[src/rtl/serial_rx_fifo.sv]
// UART receiver (8N1) feeding a first-word-fall-through byte FIFO with sticky error flags.
// Define SERIAL_RX_PARITY_EN to receive 8E1 frames with an even-parity check.
module serial_rx_fifo #(
    parameter int unsigned CLKS_PER_BIT = 868,
    parameter int unsigned FIFO_DEPTH   = 16
) (
    input  logic                        clk,
    input  logic                        rst_n,
    input  logic                        uart_rx,
    input  logic                        rd_en,
    input  logic                        err_clr,
    output logic [7:0]                  rd_data,
    output logic                        rd_valid,
    output logic [$clog2(FIFO_DEPTH):0] count,
    output logic                        frame_err,
    output logic                        overflow
);
    localparam int unsigned PTR_W = $clog2(FIFO_DEPTH);
    localparam int unsigned CNT_W = PTR_W + 1;
    localparam int unsigned TMR_W = 16;
    localparam logic [TMR_W-1:0] BIT_RELOAD  = TMR_W'(CLKS_PER_BIT - 1);
    localparam logic [TMR_W-1:0] HALF_RELOAD = TMR_W'(CLKS_PER_BIT / 2 - 1);

    typedef enum logic [2:0] {
        S_IDLE,
        S_START,
        S_DATA,
        S_STOP
`ifdef SERIAL_RX_PARITY_EN
        , S_PARITY
`endif
    } state_t;

    state_t           state;
    logic [TMR_W-1:0] tmr;
    logic [2:0]       bit_idx;
    logic [7:0]       shift;
    logic             err_wait;
    logic             rx_meta;
    logic             rx_sync;
    logic             rx_prev;
`ifdef SERIAL_RX_PARITY_EN
    logic             par_ok;
`endif

    logic [7:0]       mem [FIFO_DEPTH];
    logic [PTR_W-1:0] wr_ptr;
    logic [PTR_W-1:0] rd_ptr;

    logic             stop_sample_c;
    logic             frame_ok_c;
    logic             push_c;
    logic             pop_c;
    logic             full_c;
    logic             wr_c;
    logic             ovf_set_c;
    logic             fe_set_c;
    logic [PTR_W-1:0] rd_ptr_nxt_c;
    logic [CNT_W-1:0] count_nxt_c;

    // Two-flop synchronizer plus one history flop for falling-edge detection.
    always_ff @(posedge clk or negedge rst_n) begin
        if (!rst_n) begin
            rx_meta <= 1'b1;
            rx_sync <= 1'b1;
            rx_prev <= 1'b1;
        end else begin
            rx_meta <= uart_rx;
            rx_sync <= rx_meta;
            rx_prev <= rx_sync;
        end
    end

    // Receive FSM: samples mid-bit, timer counts down to each sample point.
    always_ff @(posedge clk or negedge rst_n) begin
        if (!rst_n) begin
            state    <= S_IDLE;
            tmr      <= '0;
            bit_idx  <= '0;
            shift    <= '0;
            err_wait <= 1'b0;
`ifdef SERIAL_RX_PARITY_EN
            par_ok   <= 1'b1;
`endif
        end else begin
            case (state)
                S_IDLE: begin
                    if (rx_prev && !rx_sync) begin
                        state <= S_START;
                        tmr   <= HALF_RELOAD;
                    end
                end
                S_START: begin
                    if (tmr == '0) begin
                        if (!rx_sync) begin
                            state   <= S_DATA;
                            tmr     <= BIT_RELOAD;
                            bit_idx <= '0;
                        end else begin
                            state <= S_IDLE;
                        end
                    end else begin
                        tmr <= tmr - TMR_W'(1);
                    end
                end
                S_DATA: begin
                    if (tmr == '0) begin
                        shift   <= {rx_sync, shift[7:1]};
                        tmr     <= BIT_RELOAD;
                        bit_idx <= bit_idx + 3'd1;
                        if (bit_idx == 3'd7) begin
`ifdef SERIAL_RX_PARITY_EN
                            state <= S_PARITY;
`else
                            state <= S_STOP;
`endif
                        end
                    end else begin
                        tmr <= tmr - TMR_W'(1);
                    end
                end
`ifdef SERIAL_RX_PARITY_EN
                S_PARITY: begin
                    if (tmr == '0) begin
                        par_ok <= (rx_sync == ^shift);
                        tmr    <= BIT_RELOAD;
                        state  <= S_STOP;
                    end else begin
                        tmr <= tmr - TMR_W'(1);
                    end
                end
`endif
                S_STOP: begin
                    // After a low stop bit, hold here until the line idles high again.
                    if (err_wait) begin
                        if (rx_sync) begin
                            err_wait <= 1'b0;
                            state    <= S_IDLE;
                        end
                    end else if (tmr == '0) begin
                        if (rx_sync) begin
                            state <= S_IDLE;
                        end else begin
                            err_wait <= 1'b1;
                        end
                    end else begin
                        tmr <= tmr - TMR_W'(1);
                    end
                end
                default: state <= S_IDLE;
            endcase
        end
    end

    always_comb begin
        stop_sample_c = (state == S_STOP) && !err_wait && (tmr == '0);
`ifdef SERIAL_RX_PARITY_EN
        frame_ok_c    = rx_sync && par_ok;
`else
        frame_ok_c    = rx_sync;
`endif
        push_c        = stop_sample_c && frame_ok_c;
        fe_set_c      = stop_sample_c && !frame_ok_c;
        pop_c         = rd_en && (count != '0);
        full_c        = (count == CNT_W'(FIFO_DEPTH));
        wr_c          = push_c && (!full_c || pop_c);
        ovf_set_c     = push_c && full_c && !pop_c;
        rd_ptr_nxt_c  = pop_c ? rd_ptr + PTR_W'(1) : rd_ptr;
        count_nxt_c   = count;
        if (wr_c && !pop_c) begin
            count_nxt_c = count + CNT_W'(1);
        end else if (!wr_c && pop_c) begin
            count_nxt_c = count - CNT_W'(1);
        end
    end

    always_ff @(posedge clk) begin
        if (wr_c) begin
            mem[wr_ptr] <= shift;
        end
    end

    // FIFO bookkeeping; rd_data is pre-fetched so the head is always registered.
    always_ff @(posedge clk or negedge rst_n) begin
        if (!rst_n) begin
            wr_ptr    <= '0;
            rd_ptr    <= '0;
            count     <= '0;
            rd_valid  <= 1'b0;
            rd_data   <= 8'h00;
            frame_err <= 1'b0;
            overflow  <= 1'b0;
        end else begin
            if (wr_c) begin
                wr_ptr <= wr_ptr + PTR_W'(1);
            end
            rd_ptr   <= rd_ptr_nxt_c;
            count    <= count_nxt_c;
            rd_valid <= (count_nxt_c != '0);
            if (wr_c && (count == CNT_W'(pop_c))) begin
                rd_data <= shift;
            end else begin
                rd_data <= mem[rd_ptr_nxt_c];
            end
            if (fe_set_c) begin
                frame_err <= 1'b1;
            end else if (err_clr) begin
                frame_err <= 1'b0;
            end
            if (ovf_set_c) begin
                overflow <= 1'b1;
            end else if (err_clr) begin
                overflow <= 1'b0;
            end
        end
    end

endmodule
[config.mk]
export PLATFORM = sky130hd
export DESIGN_NAME = serial_rx_fifo
export DESIGN_NICKNAME = d
export VERILOG_FILES = /design/src/rtl/serial_rx_fifo.sv
export SDC_FILE = /design/constraint.sdc
export NUM_CORES = 1
export LEC_CHECK = 0
export BUFFER_PORTS_ARGS = -buffer_cell sky130_fd_sc_hd__buf_2
export CORE_ASPECT_RATIO = 0.75
export CORE_MARGIN = 3
export CORE_UTILIZATION = 60
export DETAILED_ROUTE_END_ITERATION = 10
export GPL_TIMING_DRIVEN = 0
export PLACE_DENSITY = 0.77
export SLEW_MARGIN = 10
export SYNTH_ARGS = -nofsm -noshare
export SYNTH_HDL_FRONTEND = slang
export SYNTH_SLANG_ARGS = --single-unit
[constraint.sdc]
create_clock -name clk -period 5.25 [get_ports clk]
set_clock_uncertainty 0.05 [all_clocks]
set_input_delay 1.05 -clock clk [delete_from_list [all_inputs] [get_ports clk]]
set_output_delay 1.05 -clock clk [all_outputs]
set_load 0.03 [all_outputs]
# After elaboration in Yosys (flattened, before gate mapping)
# Memory sizes are Yosys's and may differ from the RTL's.
# Cells that the tools add are included.
# W data, S select, Z words.
dict set report totals {
  regBits 58
  mem_bits_rw 128
  input_bits 5
  n_memories 1
}
# memory depth word_bits read_ports rd_clocked_by_memory_dff wr line
set mem_list {}
lappend mem_list {mem 16 8 1 0 1 46} ;# logic [7:0] mem [FIFO_DEPTH];
dict set report classes {
  add_sub_neg 6
  eq_ne 15
  mux 32
  reduce_logical 30
}
# cell n
set op_table {}
lappend op_table {{$mux W16} 6}
lappend op_table {{$pmux W16 S4} 1}
lappend op_table {{$mux W3} 10}
lappend op_table {{$logic_not A16 Y1} 1}
lappend op_table {{$sub A16 B1 Y16 const B} 1}
lappend op_table {{$ne A2 B2 Y1 const B} 7}
lappend op_table {{$logic_and A1 B1 Y1} 12}
lappend op_table {{$pmux W3 S4} 1}
lappend op_table {{$mux W5} 2}
lappend op_table {{$reduce_and A5 Y1} 2}
lappend op_table {{$reduce_bool A5 Y1} 2}
lappend op_table {{$add A4 B1 Y4 const B} 2}
lappend op_table {{$mux W1} 8}
lappend op_table {{$mux W8} 1}
lappend op_table {{$eq A3 B2 Y1 const B} 2}
lappend op_table {{$ne A3 B3 Y1 const B} 2}
lappend op_table {{$pmux W3 S2} 1}
lappend op_table {{$reduce_bool A2 Y1} 3}
lappend op_table {{$add A5 B1 Y5 const B} 1}
lappend op_table {{$eq A5 B1 Y1} 1}
lappend op_table {{$eq A5 B5 Y1 const B} 1}
lappend op_table {{$logic_not A1 Y1} 5}
lappend op_table {{$sub A5 B1 Y5 const B} 1}
lappend op_table {{$mux W4} 1}
lappend op_table {{9 further kinds} 9}

# Depth between registers and ports, before layout
dict set report depth {
  ltp_word 10
  ltp_mapped 10
}

# Least setup slack after synthesis
# Ideal clock, no wire load.
dict set report synth_timing {
  kind {register to register}
  startpoint {register count[0]}
  endpoint {register rd_data[5]}
  setup_time_ns 0.077
  t_arrival_ns 2.874
  slack_ns 2.249
  path_stages_with_launch 10
  synth_period_minus_slack_ns 3.001
  cell_sequence {dfrtp_1 inv_1 ha_1 or4b_1 and3_1 xor2_1 buf_2 mux4_2 a22o_1 a21oi_1}
}
# element line
set synth_rtl {}
lappend synth_rtl {{from (decl)} 14} ;# output logic [$clog2(FIFO_DEPTH):0] count,
lappend synth_rtl {{from (signal assigned)} 198} ;# count <= count_nxt_c;
lappend synth_rtl {{$reduce_bool A5 Y1} 164} ;# pop_c = rd_en && (count != '0);
lappend synth_rtl {{$logic_and A1 B1 Y1} 164}
lappend synth_rtl {{$mux W4} 168} ;# rd_ptr_nxt_c = pop_c ? rd_ptr + PTR_W'(1) : rd_ptr;
lappend synth_rtl {{net rd_ptr_nxt_c[2]} 58} ;# logic [PTR_W-1:0] rd_ptr_nxt_c;
lappend synth_rtl {{$mem_v2 Z16 W8} n/a}
lappend synth_rtl {{$mux W8} 200} ;# if (wr_c && (count == CNT_W'(pop_c))) begin
lappend synth_rtl {{to (signal assigned)} 201} ;# rd_data <= shift;
lappend synth_rtl {{to (signal assigned)} 203} ;# rd_data <= mem[rd_ptr_nxt_c];
lappend synth_rtl {{to (decl)} 12} ;# output logic [7:0] rd_data,
# The timed path passes the listed nets, and every way through them passes these cells.
# A chain may end at the register's enable or synchronous reset.

# Worst setup path in the final report
dict set report layout_timing {
  startpoint {register count[0]}
  endpoint {register rd_data[3]}
}
# The elaborated chain is that of the path after synthesis.

==> impl_summary.log <==
INFO  metric outcome = finished, final reports clean
INFO  metric hold_violations = 0
INFO  metric via_count_of_the_first_global_routing_pass = 6,080
INFO  metric max_freq = 0.258 GHz
INFO  metric worst-endpoint-required = 5.54 ns
INFO  metric post_route_cells_drive_above_1_share = 17.6%
INFO  metric stdcell_count = 892
INFO  metric io-pin-count = 21
INFO  metric crit_arrival = 4.17 ns
INFO  metric rsz0062_at_grt = no
INFO  metric grt_util_all_layers = 28.0%
INFO  metric cts_tree = yes
INFO  metric clockBufferDepth = 2
INFO  metric cp_max_fo = 10
INFO  metric detailedRoute.firstPassIterationCount = 5
INFO  metric die_outline_area = 16,800 um2
INFO  metric clk-insertion-delay-late = 0.43 ns
INFO  metric floorplan.die.height = 113 um
INFO  metric dominantRegCellSynth = sky130_fd_sc_hd__edfxtp_1
INFO  metric crit_path_end_kind = flip-flop
INFO  metric min_period_over_period = 73.8%
INFO  metric hold_slack = 0.310 ns
INFO  metric route.detailed.drc = 0
INFO  metric fp.coreArea = 14,700 um2
INFO  metric buffer_ports.inserted = 20
INFO  metric ys_seq_area_share = 57.5%
INFO  metric dr.first_iter.drc_count = 655
INFO  metric syn_avg_cell_area = 14.3 um2
INFO  metric clock_root_cell = sky130_fd_sc_hd__clkbuf_16
INFO  metric drtAntennaViolNets = 0
INFO  metric asyncSetResetFlopFracSynth = 30.8%
INFO  metric synth_nets = 661
INFO  metric max_cap_violations = 0
INFO  metric power_density = 532 nW/um2
INFO  metric final_period_minus_worst_setup_slack = 3.87 ns
INFO  metric cts_resized = 0
INFO  metric cell_count_post_placement = 860
INFO  metric fill_cells = 980
INFO  metric finalWeightedCongestion = 0.931
INFO  metric wire_per_inst = 25.1 um
INFO  metric fp-row-count = 38
INFO  metric vdd_ir_drop_max = 324 uV
INFO  metric post-cts-setup-buffer-count = 0
INFO  metric finalPower = 5.36 mW
INFO  metric area.growth.synth_to_final = 9.98%
INFO  metric synth_cell_type_count = 62
INFO  metric synth-edff-count = 128
INFO  metric cts_sinks = 185
INFO  metric postSynthCellCount = 640
INFO  metric layout.cell_area.non_filler = 10,100 um2
INFO  metric vias = 6,025
INFO  metric worst_setup_hold_path_clk_slew = 0.07 ns
INFO  metric dpl_cell_area = 9520 um2
INFO  metric start_util = 62.4%
INFO  metric timing.setup.critical_path_class = reg2reg
INFO  metric num-nets-final = 700
INFO  metric maximum_number_of_pins_on_one_net_before_global_route_repair = 58
INFO  metric syn-cell-area = 9170 um2
INFO  metric timing.final.max_slew_violations = 0
INFO  metric detailedPlace.worstSlack = 1.51 ns
INFO  metric setup_violations = 0
INFO  metric final_cell_utilization_of_the_core = 68.6%
INFO  metric setup_tns = 0 ns
INFO  metric route.detailed.vias_per_inst = 6.75
INFO  metric cts-buffers-inserted = 17
INFO  metric post-dp-hpwl = 14,800 um
INFO  metric fp.dieW = 149 um
INFO  metric grt_pass1_wl = 34,700 um
INFO  metric leakagePower = 3.72 nW
INFO  metric num_antenna_cells = 0
INFO  metric relative_slew_margins = 23.2%
INFO  metric tightest_pin_transition = 1.15 ns
INFO  metric routed_wirelength = 22,400 um
INFO  metric overflow = 0
INFO  metric synth_seq_cells = 185
INFO  metric cts.htree.levels = 4
INFO  metric hold_class = reg2reg
INFO  metric startpoint_class_of_the_critical_path = flip-flop
INFO  metric finalWorstSetupSlack = 1.38 ns
INFO  metric grt_antenna_before_repair = 0
INFO  metric cts-hold-fix-buffers = 0
INFO  metric yosys_warnings = 0
## area by class of cell
cell class	instances	area [um2]	share of cell area [%]
clock buffers	24	493	4.89
plain buffers	32	135	1.34
well taps	200	250	2.48
multi-input cells	406	3700	36.7
repair buffers	20	103	1.02
inverters	17	63.8	0.633
clock inverters	8	68.8	0.682
flip-flops and latches	185	5270	52.3
## layout by cell type, fill, tap and decap left out, drive strengths merged, types with 18 or more instances in the layout
master  synthesis  final
a21oi          21     21
and2           24     24
buf            17     37
clkbuf         15     39
dfrtp          54     54
edfxtp        128    128
inv            17     18
mux2i          63     63
mux4           49     49
nand2          35     35
nor2           32     32
## where the power goes
| group | switching [mW] | total, mW | internal (mW) |
|---|---|---|---|
| clock network | 0.536 | 1.24 | 0.704 |
| logic | 1.37 | 2.30 | 0.933 |
| registers | 0.133 | 1.82 | 1.69 |
## registers in the layout, summed over array words and instances, names as in the netlist, 2 cells and up
name     flops
wr_ptr       4
count        5
rd_ptr       4
tmr         16
state        2
mem        128
shift        8
rd_data      8
bit_idx      3
## synthesized netlist by cell type (all sizes together) (4+ instances only)
cell type	instances	area, um2
and3	8	50.1
clkbuf	15	56.3
a22o	8	70.1
nor4	5	46.3
buf	17	78.8
edfxtp	128	3840
a31oi	9	56.3
nand2	35	131
mux2	5	56.3
xnor2	8	70.1
a21boi	8	60.1
inv	17	63.8
nor2	32	120
o22ai	9	56.3
nand3	5	25.0
and2	24	150
a21oi	21	109
a211oi	12	90.1
mux4	49	1100
o21a	4	30.0
o211ai	7	52.6
o21ai	17	85.1
mux2i	63	631
nor3	7	35.0
ha	16	200
dfrtp	54	1350
xor2	10	87.6
## worst paths after layout
| path | from | endpoint | slack [ns] | cells past startpoint |
|---|---|---|---|---|
| min in group asynchronous | rst_n | count[1]$_DFF_PN0_ | 0.63 | 1 |
| worst min register to register | rx_meta$_DFF_PN1_ | frame_ok_c$_DFF_PN1_ | 0.31 | 0 |
| worst min-delay path | rx_meta$_DFF_PN1_ | frame_ok_c$_DFF_PN1_ | 0.31 | 0 |
| worst max register to register | count[0]$_DFF_PN0_ | rd_data[3]$_DFF_PN0_ | 1.38 | 9 |
| max in group asynchronous | rst_n | rd_ptr[1]$_DFF_PN0_ | 4.01 | 1 |
| worst max-delay path | count[0]$_DFF_PN0_ | rd_data[3]$_DFF_PN0_ | 1.38 | 9 |
## cell families (layout without fill, tap and decap cells)
logic type,count (synthesis),in the layout,share of synthesized area [%]
AOI/OAI and AO/OA,119,119,9.07
xor gates and xnor gates,18,18,1.72
adders and majority gates,16,16,2.18
buffers and inverters,49,101,2.17
DFF,185,185,57.5
muxes,117,117,19.5
and+or+nand+nor,136,136,7.81
## critical path, cell delays in order, from the launching register on
cell                      delay [ns]
sky130_fd_sc_hd__dfrtp_1        0.49
sky130_fd_sc_hd__inv_1          0.13
sky130_fd_sc_hd__ha_1           0.24
sky130_fd_sc_hd__or4b_1         0.53
sky130_fd_sc_hd__and3_1         0.24
sky130_fd_sc_hd__xor2_1         0.84
sky130_fd_sc_hd__buf_2          0.47
sky130_fd_sc_hd__mux4_2         0.36
sky130_fd_sc_hd__a22o_1         0.21
sky130_fd_sc_hd__a21oi_1        0.22
## layer usage
metal | part of all wire (%) | wire length [um] | global-route usage, %
met4 | 2.8 | 624 | 10.1
met5 | 0 | 0 | 0
met1 | 41 | 9280 | 39.5
met2 | 47 | 10500 | 43.3
met3 | 9.0 | 2000 | 6.81
No activity file was read; power rests on OpenSTA's default activity.
